--- src/rtl/phys_free_list.sv ---
// Physical register free list: a circular FIFO of unallocated physical
// register indices. Rename pops from the head, commit pushes superseded
// registers at the tail. Phys reg 0 is hard-zero and never enters the list.
module phys_free_list #(
    parameter int PHYS_REG_BITS = 6,
    parameter int NUM_ARCH_REGS = 32,
    parameter int DEPTH         = 2**PHYS_REG_BITS - NUM_ARCH_REGS
) (
    input  logic                       clk,
    input  logic                       rst_n,
    input  logic                       alloc_req,
    output logic                       alloc_valid,
    output logic [PHYS_REG_BITS-1:0]   alloc_preg,
    input  logic                       free_req,
    input  logic [PHYS_REG_BITS-1:0]   free_preg,
    input  logic                       flush,
    output logic [$clog2(DEPTH):0]     count,
    output logic                       empty,
    output logic                       full,
    output logic                       overflow_err
);

    localparam int IDX_W = $clog2(DEPTH);
    localparam int PTR_W = IDX_W + 1;
    // With a power-of-two DEPTH this is exactly the pointer wrap bit.
    localparam logic [PTR_W-1:0] DEPTH_P = PTR_W'(DEPTH);

    logic [PHYS_REG_BITS-1:0] mem_q [DEPTH];
    logic [PTR_W-1:0]         head_q, head_d;
    logic [PTR_W-1:0]         tail_q, tail_d;
    logic                     ovf_q, ovf_d;
    logic [PTR_W-1:0]         count_w;
    logic                     do_pop;
    logic                     do_push;
    logic                     is_empty;
    logic                     is_full;

    // Occupancy and status flags derived purely from the pointers.
    always_comb begin
        count_w  = tail_q - head_q;
        is_empty = (count_w == '0);
        is_full  = (count_w == DEPTH_P);
    end

    assign count        = count_w;
    assign empty        = is_empty;
    assign full         = is_full;
    assign alloc_valid  = !is_empty;
    assign alloc_preg   = mem_q[head_q[IDX_W-1:0]];
    assign overflow_err = ovf_q;

    // Next-state pointer and error logic for pop, push and flush recovery.
    always_comb begin
        // NOTE: every always_comb output gets a default first so no path
        // through the block can leave it unassigned and infer a latch.
        do_pop  = 1'b0;
        do_push = 1'b0;
        ovf_d   = ovf_q;
        head_d  = head_q;
        tail_d  = tail_q;

        // A zero index is never a real free, so it neither pushes nor
        // counts as an overflow attempt.
        if (free_req && (free_preg != '0)) begin
            if (is_full) begin
                ovf_d = 1'b1;
            end else begin
                do_push = 1'b1;
            end
        end
        tail_d = tail_q + PTR_W'(do_push);

        if (flush) begin
            // Everything between the committed point and the new tail is
            // free again: the list becomes full behind the updated tail.
            head_d = tail_d ^ DEPTH_P;
        end else if (alloc_req && !is_empty) begin
            do_pop = 1'b1;
            head_d = head_q + 1'b1;
        end
    end

    // Pointer and sticky error registers.
    always_ff @(posedge clk or negedge rst_n) begin
        if (!rst_n) begin
            head_q <= '0;
            tail_q <= DEPTH_P;
            ovf_q  <= 1'b0;
        end else begin
            // NOTE: sequential state uses non-blocking assignments so every
            // register samples the pre-edge values of the others.
            head_q <= head_d;
            tail_q <= tail_d;
            ovf_q  <= ovf_d;
        end
    end

    // Index storage; reset preloads every non-architectural register.
    always_ff @(posedge clk or negedge rst_n) begin
        if (!rst_n) begin
            // NOTE: this memory is deliberately reset because its reset
            // contents are the initial free list, not don't-care data.
            for (int i = 0; i < DEPTH; i++) begin
                mem_q[i] <= PHYS_REG_BITS'(NUM_ARCH_REGS + i);
            end
        end else if (do_push) begin
            mem_q[tail_q[IDX_W-1:0]] <= free_preg;
        end
    end

endmodule

--- config.mk ---
export PLATFORM = sky130hd
export DESIGN_NAME = phys_free_list
export DESIGN_NICKNAME = d
export VERILOG_FILES = /design/src/rtl/phys_free_list.sv
export SDC_FILE = /design/constraint.sdc
export NUM_CORES = 1
export LEC_CHECK = 0
export BUFFER_PORTS_ARGS = -buffer_cell sky130_fd_sc_hd__clkbuf_2
export CORE_ASPECT_RATIO = 1.25
export CORE_MARGIN = 1
export CORE_UTILIZATION = 63
export DETAILED_ROUTE_END_ITERATION = 8
export PLACE_DENSITY = 0.8
export RECOVER_POWER = 100
export SLEW_MARGIN = 10
export SYNTH_ARGS = -nofsm -noshare
export SYNTH_HDL_FRONTEND = slang
export SYNTH_SLANG_ARGS = --single-unit
--- constraint.sdc ---
create_clock -name clk -period 4.4 [get_ports clk]
set_input_delay 1.1 -clock clk [delete_from_list [all_inputs] [get_ports clk]]
set_output_delay 1.1 -clock clk [all_outputs]
set_load 0.02 [all_outputs]
==> metrics, run 1 <==
number of storage elements in the synthesis netlist=205; violated checks=capacitance limit, slew limit; clock latency reported for the late side of the worst-skew pair=0.50 ns; global-route total usage across every layer=27.3%; Switching Share=34.9%; Tmin final=4.17 ns; post-route core utilization=65.7%; final estimated routing congestion in global placement=0.859; total iterations of the first detailed-routing run=5; total wire length after detailed routing=22900 microns; post-synth top area share=26.8%; Post-Synthesis Net Count=702; height of the die=150 microns; remaining antenna violation count=0; estimated wirelength of the detail-placed design=15400 microns; total number of nets in the final design=725; most used standard cell by instance count after synthesis=sky130_fd_sc_hd__mux2_4; type of the most critical hold path=reg -> reg; total DRC errors in the routed layout=0; library cells used by synthesis=42; Overflow after GRT=0; number of design-rule violations left by the first detailed-router iteration=324; Final period util=94.7%; Core Region=17000 sq um; CTS-repair resized insts=0; critical register-to-register path startpoint=head_q[0]$_DFFE_PN0P_; CTS Root Cell=sky130_fd_sc_hd__clkbuf_16; EDFF count, synth=0; initial core utilization=65.2%; ratio of cells with drive above 1 in the final layout=42.0%; Leak Pwr=0.00486 uW; layout-stage area growth over the synthesis result=0.780%; die area=18100 sq um; number of clock sinks=205; via count of the first global-routing pass=6556; Worst IR Drop VDD=0.418 mV; Ant. Diodes=0; via total after detailed routing=5892; final worst clock skew=0.0156 ns; startpoint type of the worst setup path=flop; Critical path origin=head_q[0]$_DFFE_PN0P_; Gate Count Post-Synth=682; slew of the pin with the lowest slew margin=2.53 ns; switching power total=3100 uW; Arr. time, crit path=3.07 ns; hold worst-path end=overflow_err$_DFFE_PN0P_; pins over their slew limit=103; capturing element type of the critical path=output port; Maximum Capacitance Violations=1; CP Class=reg -> out; main flop type after synthesis=sky130_fd_sc_hd__dfstp_2; share of power burned in registers=40.2%; Reg-to-Reg End=mem_q[43]$_DFFE_PN0P_; setup repair after global routing missed its margin=no; post-DR vias/cell=6.27; initial antenna violation count=1; Power Internal=5780 uW; number of buffers on the longest clock path=3; Max Fanout on Critical Path=20; Post-synth top cells=sky130_fd_sc_hd__mux2_4 (168), sky130_fd_sc_hd__dfstp_2 (113), sky130_fd_sc_hd__dfrtp_1 (92); H-tree depth=1; data required time at the worst endpoint=3.30 ns; final number of hold-violating endpoints=0; TritonCTS clock tree=built; status=complete, but fails checks; count of filler cells inserted in the layout=1278; reg2reg setup slack=0.81 ns; power per standard cell area=797 nW/um^2; die width=121 microns; total clock buffers created by CTS=21; Relative slew margins=-68.5%; depth of the worst register-to-register path=9; Avg Synthesized Cell Area=16.2 sq um; average detailed-routed wire length per instance=24.4 microns; cell count of the worst hold path=1; number of buffers inserted by port buffering=26; area of the mapped netlist=11100 sq um; number of buffers inserted for hold repair after clock tree synthesis=0; hold path start=overflow_err$_DFFE_PN0P_; # IOs=27; sequential element share of the synthesized area=47.6%; proportion of synthesized flip-flops having asynchronous set or reset=100%; total negative slack=0 ns; cell taking the most area after synthesis=sky130_fd_sc_hd__dfstp_2; maximum number of pins on one net before global-route repair=103; share of power burned in the clock network=19.7%; first-pass GRT wire length=37300 microns; highest clock frequency the design can meet=240 MHz; final-report setup violation count=0; cell types occupying the most area after synthesis=sky130_fd_sc_hd__dfstp_2 (27%), sky130_fd_sc_hd__mux2_4 (23%), sky130_fd_sc_hd__dfrtp_1 (21%), sky130_fd_sc_hd__mux4_2 (12%), sky130_fd_sc_hd__nand3_4 (4.4%); proportion of power drawn by combinational gates=40.1%; count of warnings emitted by yosys=0; Clock Pin Slew Worst Setup and Hold Paths=0.06 ns; number of rows in the core area=53; number of setup buffers added after CTS=0
-- kinds of logic after synthesis --
| family | share of synthesized area, % |
|---|---|
| DFF | 47.6 |
| xor gates and xnor gates | 0.791 |
| AOI/OAI and AO/OA | 1.70 |
| and+or+nand+nor | 8.32 |
| muxes | 37.8 |
| buffers and inverters | 2.63 |
| adders and majority gates | 1.09 |
-- final cells by class --
class	count	area, sq um	share of cell area, %
clock buffer	28	572	5.13
clock inverter	9	95.1	0.853
inverter	12	45.0	0.404
multi-input combinational	421	4640	41.6
sequential	205	5280	47.3
tap	220	275	2.47
timing repair buffer	44	253	2.27
-- flip-flops by register name (all words and copies together) (netlist names) --
signal        count
head_q            6
tail_q            6
mem_q           192
overflow_err      1
-- power by group through the flow --
stage               Combinational (uW)  Clock (uW)  Sequential [uW]
detailed placement                4160           0             3600
floorplan                         3410           0             3300
global placement                  4050           0             3530
CTS                               4180        1790             3590
global route                      3800        1860             3680
finish                            3560        1750             3570
-- stage by stage --
stage	instance area (sq um)	power [uW]	setup slack [ns]	instances	hold slack, ns
CTS	12100	9560	0.212	939	0.462
floorplan	11100	6700	0.136	682	0.474
finish	11200	8880	0.234	939	0.461
global route	11200	9330	0.0223	939	0.495
detailed placement	11400	7760	0.750	902	0.448
global placement	11400	7580	0.784	902	0.443
-- cells in the final DEF, fill, tap and decap left out, types with 7 or more instances in the layout --
cell type / synthesis / layout
sky130_fd_sc_hd__mux2_1: 0 / 139
sky130_fd_sc_hd__dfstp_2: 113 / 113
sky130_fd_sc_hd__dfrtp_1: 92 / 90
sky130_fd_sc_hd__mux4_2: 60 / 60
sky130_fd_sc_hd__nor2_1: 42 / 42
sky130_fd_sc_hd__nand3_1: 9 / 37
sky130_fd_sc_hd__mux2_4: 168 / 30
sky130_fd_sc_hd__nand2_1: 29 / 29
sky130_fd_sc_hd__mux2_2: 26 / 25
sky130_fd_sc_hd__clkbuf_16: 0 / 21
sky130_fd_sc_hd__clkbuf_2: 0 / 18
sky130_fd_sc_hd__clkbuf_1: 32 / 17
sky130_fd_sc_hd__buf_4: 1 / 13
sky130_fd_sc_hd__inv_1: 12 / 12
sky130_fd_sc_hd__ha_1: 8 / 8
sky130_fd_sc_hd__clkinv_2: 0 / 7
-- routing by layer --
metal	up-vias	GRT usage [%]	routed length, microns
li1	2561	-	-
met1	3112	35.6	9190
met2	169	47.8	12000
met3	50	3.60	1100
met4	0	8.52	646
met5	-	0	0
-- worst max path at each step --
| stage | endpoint | slack (ns) | cells after the start |
|---|---|---|---|
| global route | empty | 0.02 | 7 |
| detailed placement | mem_q[150]$_DFFE_PN0P_ | 0.75 | 9 |
| finish | full | 0.23 | 8 |
| global placement | full | 0.78 | 8 |
| CTS | full | 0.21 | 8 |
| floorplan | alloc_valid | 0.14 | 9 |
-- critical path: stages, from the launching register on --
cell and delay, ns:
sky130_fd_sc_hd__dfrtp_4 0.64, sky130_fd_sc_hd__ha_1 0.30, sky130_fd_sc_hd__fa_1 0.50, sky130_fd_sc_hd__inv_1 0.05, sky130_fd_sc_hd__nor4_1 0.33, sky130_fd_sc_hd__mux2_1 0.25, sky130_fd_sc_hd__o211ai_4 0.12, sky130_fd_sc_hd__inv_1 0.17
sky130_fd_sc_hd__clkbuf_2 0.20
Power figures use the tool's default switching activity.
==> run 2: changes to the inputs <==
--- a/config.mk
+++ b/config.mk
@@ -5,10 +5,12 @@
 export SDC_FILE = /design/constraint.sdc
 export NUM_CORES = 1
 export LEC_CHECK = 0
+export ABC_AREA = 1
 export BUFFER_PORTS_ARGS = -buffer_cell sky130_fd_sc_hd__clkbuf_2
 export CORE_ASPECT_RATIO = 1.25
 export CORE_MARGIN = 1
 export CORE_UTILIZATION = 63
+export CTS_CLUSTER_DIAMETER = 50
 export DETAILED_ROUTE_END_ITERATION = 8
 export PLACE_DENSITY = 0.8
 export RECOVER_POWER = 100
==> constraint.sdc (replaced) <==
create_clock -name clk -period 4.16 [get_ports clk]
set_input_delay 1.04 -clock clk [delete_from_list [all_inputs] [get_ports clk]]
set_output_delay 1.04 -clock clk [all_outputs]
set_load 0.02 [all_outputs]
==> metrics, run 2 <==
via count of the first global-routing pass=9964 (was 6556); Post-Synthesis Net Count=1464 (was 702); proportion of synthesized flip-flops having asynchronous set or reset=100% (unchanged); switching power total=4670 uW (was 3100 uW); total wire length after detailed routing=33500 microns (was 22900 microns); main flop type after synthesis=sky130_fd_sc_hd__dfstp_2 (unchanged); first-pass GRT wire length=53300 microns (was 37300 microns); Gate Count Post-Synth=1444 (was 682); remaining antenna violation count=0 (unchanged); register with the most flip-flops=mem_q (unchanged); EDFF count, synth=0 (unchanged); Arr. time, crit path=2.88 ns (was 3.07 ns); slew of the pin with the lowest slew margin=1.81 ns (was 2.53 ns); power per standard cell area=877 nW/um^2 (was 797 nW/um^2); share of power burned in registers=35.3% (was 40.2%); area of the mapped netlist=11300 sq um (was 11100 sq um); hold slack=0.459 ns (was 0.461 ns); setup repair after global routing missed its margin=no (unchanged); cell types occupying the most area after synthesis=sky130_fd_sc_hd__dfstp_2 (26%), sky130_fd_sc_hd__dfrtp_1 (20%), sky130_fd_sc_hd__nand2_1 (15%), sky130_fd_sc_hd__nand4_1 (11%), sky130_fd_sc_hd__nor2_1 (6.4%) (was sky130_fd_sc_hd__dfstp_2 (27%), sky130_fd_sc_hd__mux2_4 (23%), sky130_fd_sc_hd__dfrtp_1 (21%), sky130_fd_sc_hd__mux4_2 (12%), sky130_fd_sc_hd__nand3_4 (4.4%)); Post-synth top cells=sky130_fd_sc_hd__nand2_1 (455), sky130_fd_sc_hd__nor2_1 (193), sky130_fd_sc_hd__nand4_1 (192) (was sky130_fd_sc_hd__mux2_4 (168), sky130_fd_sc_hd__dfstp_2 (113), sky130_fd_sc_hd__dfrtp_1 (92)); Post-Layout Cell Count=1644 (was 939); largest registers=mem_q: 192 flops, head_q: 6 flops, tail_q: 6 flops (unchanged); TritonCTS clock tree=built (unchanged); clock latency reported for the late side of the worst-skew pair=0.52 ns (was 0.50 ns); leading cell type in the layout, fill and taps excluded=sky130_fd_sc_hd__nand2_1 (was sky130_fd_sc_hd__mux2_1); die area=18400 sq um (was 18100 sq um); final worst clock skew=0.0108 ns (was 0.0156 ns); CTS Root Cell=sky130_fd_sc_hd__clkbuf_16 (unchanged); total iterations of the first detailed-routing run=6 (was 5); Maximum Capacitance Violations=1 (unchanged); leading cell types in the layout, fill and taps excluded=sky130_fd_sc_hd__nand2_1 (456), sky130_fd_sc_hd__nor2_1 (193), sky130_fd_sc_hd__nand4_1 (192), sky130_fd_sc_hd__o21ai_0 (116), sky130_fd_sc_hd__dfstp_2 (113) (was sky130_fd_sc_hd__mux2_1 (139), sky130_fd_sc_hd__dfstp_2 (113), sky130_fd_sc_hd__dfrtp_1 (90), sky130_fd_sc_hd__mux4_2 (60), sky130_fd_sc_hd__nor2_1 (42)); global-route total usage across every layer=37.3% (was 27.3%); total negative slack=0 ns (unchanged); Overflow after GRT=0 (unchanged); data required time at the worst endpoint=3.12 ns (was 3.30 ns); number of buffers on the longest clock path=3 (unchanged); ratio of cells with drive above 1 in the final layout=14.2% (was 42.0%); layout-stage area growth over the synthesis result=5.85% (was 0.780%); hold path start=mem_q[110]$_DFFE_PN1P_ (was overflow_err$_DFFE_PN0P_); total clock buffers created by CTS=24 (was 21); library cells used by synthesis=32 (was 42); # IOs=27 (unchanged); number of storage elements in the synthesis netlist=205 (unchanged); cell taking the most area after synthesis=sky130_fd_sc_hd__dfstp_2 (unchanged); Reg-to-Reg End=mem_q[183]$_DFFE_PN0P_ (was mem_q[43]$_DFFE_PN0P_); final number of hold-violating endpoints=0 (unchanged); initial antenna violation count=0 (was 1); height of the die=151 microns (was 150 microns); multi-input gate area in the final layout=5110 sq um (was 4640 sq um); number of rows in the core area=54 (was 53); depth of the worst register-to-register path=11 (was 9); sequential cell area in the final layout=5270 sq um (was 5280 sq um); violated checks=capacitance limit, slew limit (unchanged); reg2reg setup slack=0.58 ns (was 0.81 ns); most used standard cell by instance count after synthesis=sky130_fd_sc_hd__nand2_1 (was sky130_fd_sc_hd__mux2_4); sequential element share of the synthesized area=46.8% (was 47.6%); Tmin final=3.92 ns; pins over their slew limit=71 (was 103); initial core utilization=64.3% (was 65.2%); flip-flop count of the largest register, all copies and words added=192 (unchanged); number of setup buffers added after CTS=0 (unchanged); Leak Pwr=0.00559 uW (was 0.00486 uW); Core Region=17500 sq um (was 17000 sq um); maximum number of pins on one net before global-route repair=226 (was 103); critical register-to-register path startpoint=head_q[4]$_DFFE_PN0P_ (was head_q[0]$_DFFE_PN0P_); final estimated routing congestion in global placement=0.966 (was 0.859); via total after detailed routing=10700 (was 5892); post-synth top area share=26.4% (was 26.8%); Avg Synthesized Cell Area=7.80 sq um (was 16.2 sq um); Relative slew margins=-20.5% (was -68.5%); capturing element type of the critical path=output port (unchanged); post-DR vias/cell=6.49 (was 6.27); total DRC errors in the routed layout=0 (unchanged); number of buffers inserted by port buffering=26 (unchanged); total number of nets in the final design=1422 (was 725); status=complete, but fails checks (unchanged); Worst IR Drop VDD=0.394 mV (was 0.418 mV); count of filler cells inserted in the layout=1424 (was 1278); number of design-rule violations left by the first detailed-router iteration=1397 (was 324); count of warnings emitted by yosys=0 (unchanged); number of buffers inserted for hold repair after clock tree synthesis=0 (unchanged); proportion of power drawn by combinational gates=43.5% (was 40.1%); number of clock sinks=205 (unchanged); share of power burned in the clock network=21.2% (was 19.7%); CP Class=reg -> out (unchanged); CTS-repair resized insts=0 (unchanged); estimated wirelength of the detail-placed design=19800 microns (was 15400 microns); final-report setup violation count=0 (unchanged); Switching Share=44.7% (was 34.9%); cell count of the worst hold path=2 (was 1); startpoint type of the worst setup path=flop (unchanged); Max Fanout on Critical Path=10 (was 20); hold worst-path end=mem_q[110]$_DFFE_PN1P_ (was overflow_err$_DFFE_PN0P_); Final period util=94.2%; post-placement cell count=1600 (was 902); highest clock frequency the design can meet=255 MHz; Clock Pin Slew Worst Setup and Hold Paths=0.06 ns (about the same); Power Internal=5780 uW (about the same); die width=122 microns (was 121 microns); Ant. Diodes=0 (unchanged); H-tree depth=1 (unchanged); type of the most critical hold path=reg -> reg (unchanged); average detailed-routed wire length per instance=20.4 microns (was 24.4 microns)
-- run 2: changes by cell type in the layout (fill, tap and decap cells not counted), moves of 10 or more --
| cell | before | now |
|---|---|---|
| sky130_fd_sc_hd__mux2_1 | 139 | 0 |
| sky130_fd_sc_hd__mux2_4 | 30 | 0 |
| sky130_fd_sc_hd__nand2_1 | 29 | 456 |
| sky130_fd_sc_hd__inv_1 | 12 | 22 |
| sky130_fd_sc_hd__mux2_2 | 25 | 0 |
| sky130_fd_sc_hd__nand3_1 | 37 | 68 |
| sky130_fd_sc_hd__nand4_1 | 0 | 192 |
| sky130_fd_sc_hd__mux4_2 | 60 | 0 |
| sky130_fd_sc_hd__o22ai_1 | 0 | 36 |
| sky130_fd_sc_hd__o21ai_0 | 4 | 116 |
| sky130_fd_sc_hd__nor2_1 | 42 | 193 |
-- run 2: layer usage --
layer	vias to the layer above	wire length (microns)	GRT usage, %
li1	4837	-	-
met1	5112	12600	47.7
met2	565	15500	58.4
met3	160	2990	5.99
met4	0	2320	25.6
met5	-	0	0
-- run 2: logic make-up after synthesis --
group	count (synthesis)	synth area share [%]
buf+inv	141	6.32
flops	205	46.8
simple gates	916	37.4
fa+ha+maj	9	1.07
compound gates	167	7.88
xor+xnor	6	0.467
-- run 2: worst max path at each step --
stage	from	endpoint	depth (start not counted)
2_1_floorplan	head_q[2]$_DFFE_PN0P_	full	12
3_3_place_gp	head_q[4]$_DFFE_PN0P_	mem_q[181]$_DFFE_PN0P_	11
3_5_place_dp	head_q[4]$_DFFE_PN0P_	mem_q[118]$_DFFE_PN0P_	11
4_1_cts	head_q[4]$_DFFE_PN0P_	full	11
5_1_grt	head_q[4]$_DFFE_PN0P_	full	11
6_report	head_q[4]$_DFFE_PN0P_	full	11
-- run 2: worst max-delay path, cell delays in order, from the launching register on --
cell	delay (ns)
sky130_fd_sc_hd__dfrtp_1	0.57
sky130_fd_sc_hd__clkinv_1	0.34
sky130_fd_sc_hd__ha_1	0.45
sky130_fd_sc_hd__nand2_1	0.07
sky130_fd_sc_hd__inv_1	0.05
sky130_fd_sc_hd__nand3_1	0.14
sky130_fd_sc_hd__nand2_1	0.12
sky130_fd_sc_hd__nand2_1	0.06
sky130_fd_sc_hd__nand2_1	0.19
sky130_fd_sc_hd__nand2_8	0.08
sky130_fd_sc_hd__inv_1	0.12
sky130_fd_sc_hd__clkbuf_2	0.19
-- run 2: metrics by stage --
stage | cell area, sq um | utilization (%) | total power [uW] | worst slack [ns]
finish | 11900 | 68.1 | 10400 | 0.243
floorplan | 11300 | - | 6850 | 0.957
CTS | 12100 | 69.3 | 10400 | 0.362
global route | 11900 | 68.1 | 11100 | 0.0939
global placement | 11300 | 64.5 | 8070 | 0.911
detailed placement | 11300 | 64.5 | 8180 | 0.874
-- run 2: area by class of cell --
| type | instances | share of cell area, % |
|---|---|---|
| clock inverters | 11 | 1.04 |
| flip-flops and latches | 205 | 44.3 |
| clock buffers | 33 | 6.01 |
| well taps | 224 | 2.35 |
| repair buffers | 46 | 2.59 |
| multi-input cells | 1098 | 42.9 |
| inverters | 27 | 0.892 |
-- run 2: power by group through the flow --
stage | Sequential, uW | Clock [uW] | Combinational [uW]
global placement | 3660 | 0 | 4410
CTS | 3670 | 2220 | 4540
floorplan | 3480 | 0 | 3370
finish | 3690 | 2220 | 4540
global route | 3780 | 2310 | 4970
detailed placement | 3680 | 0 | 4510
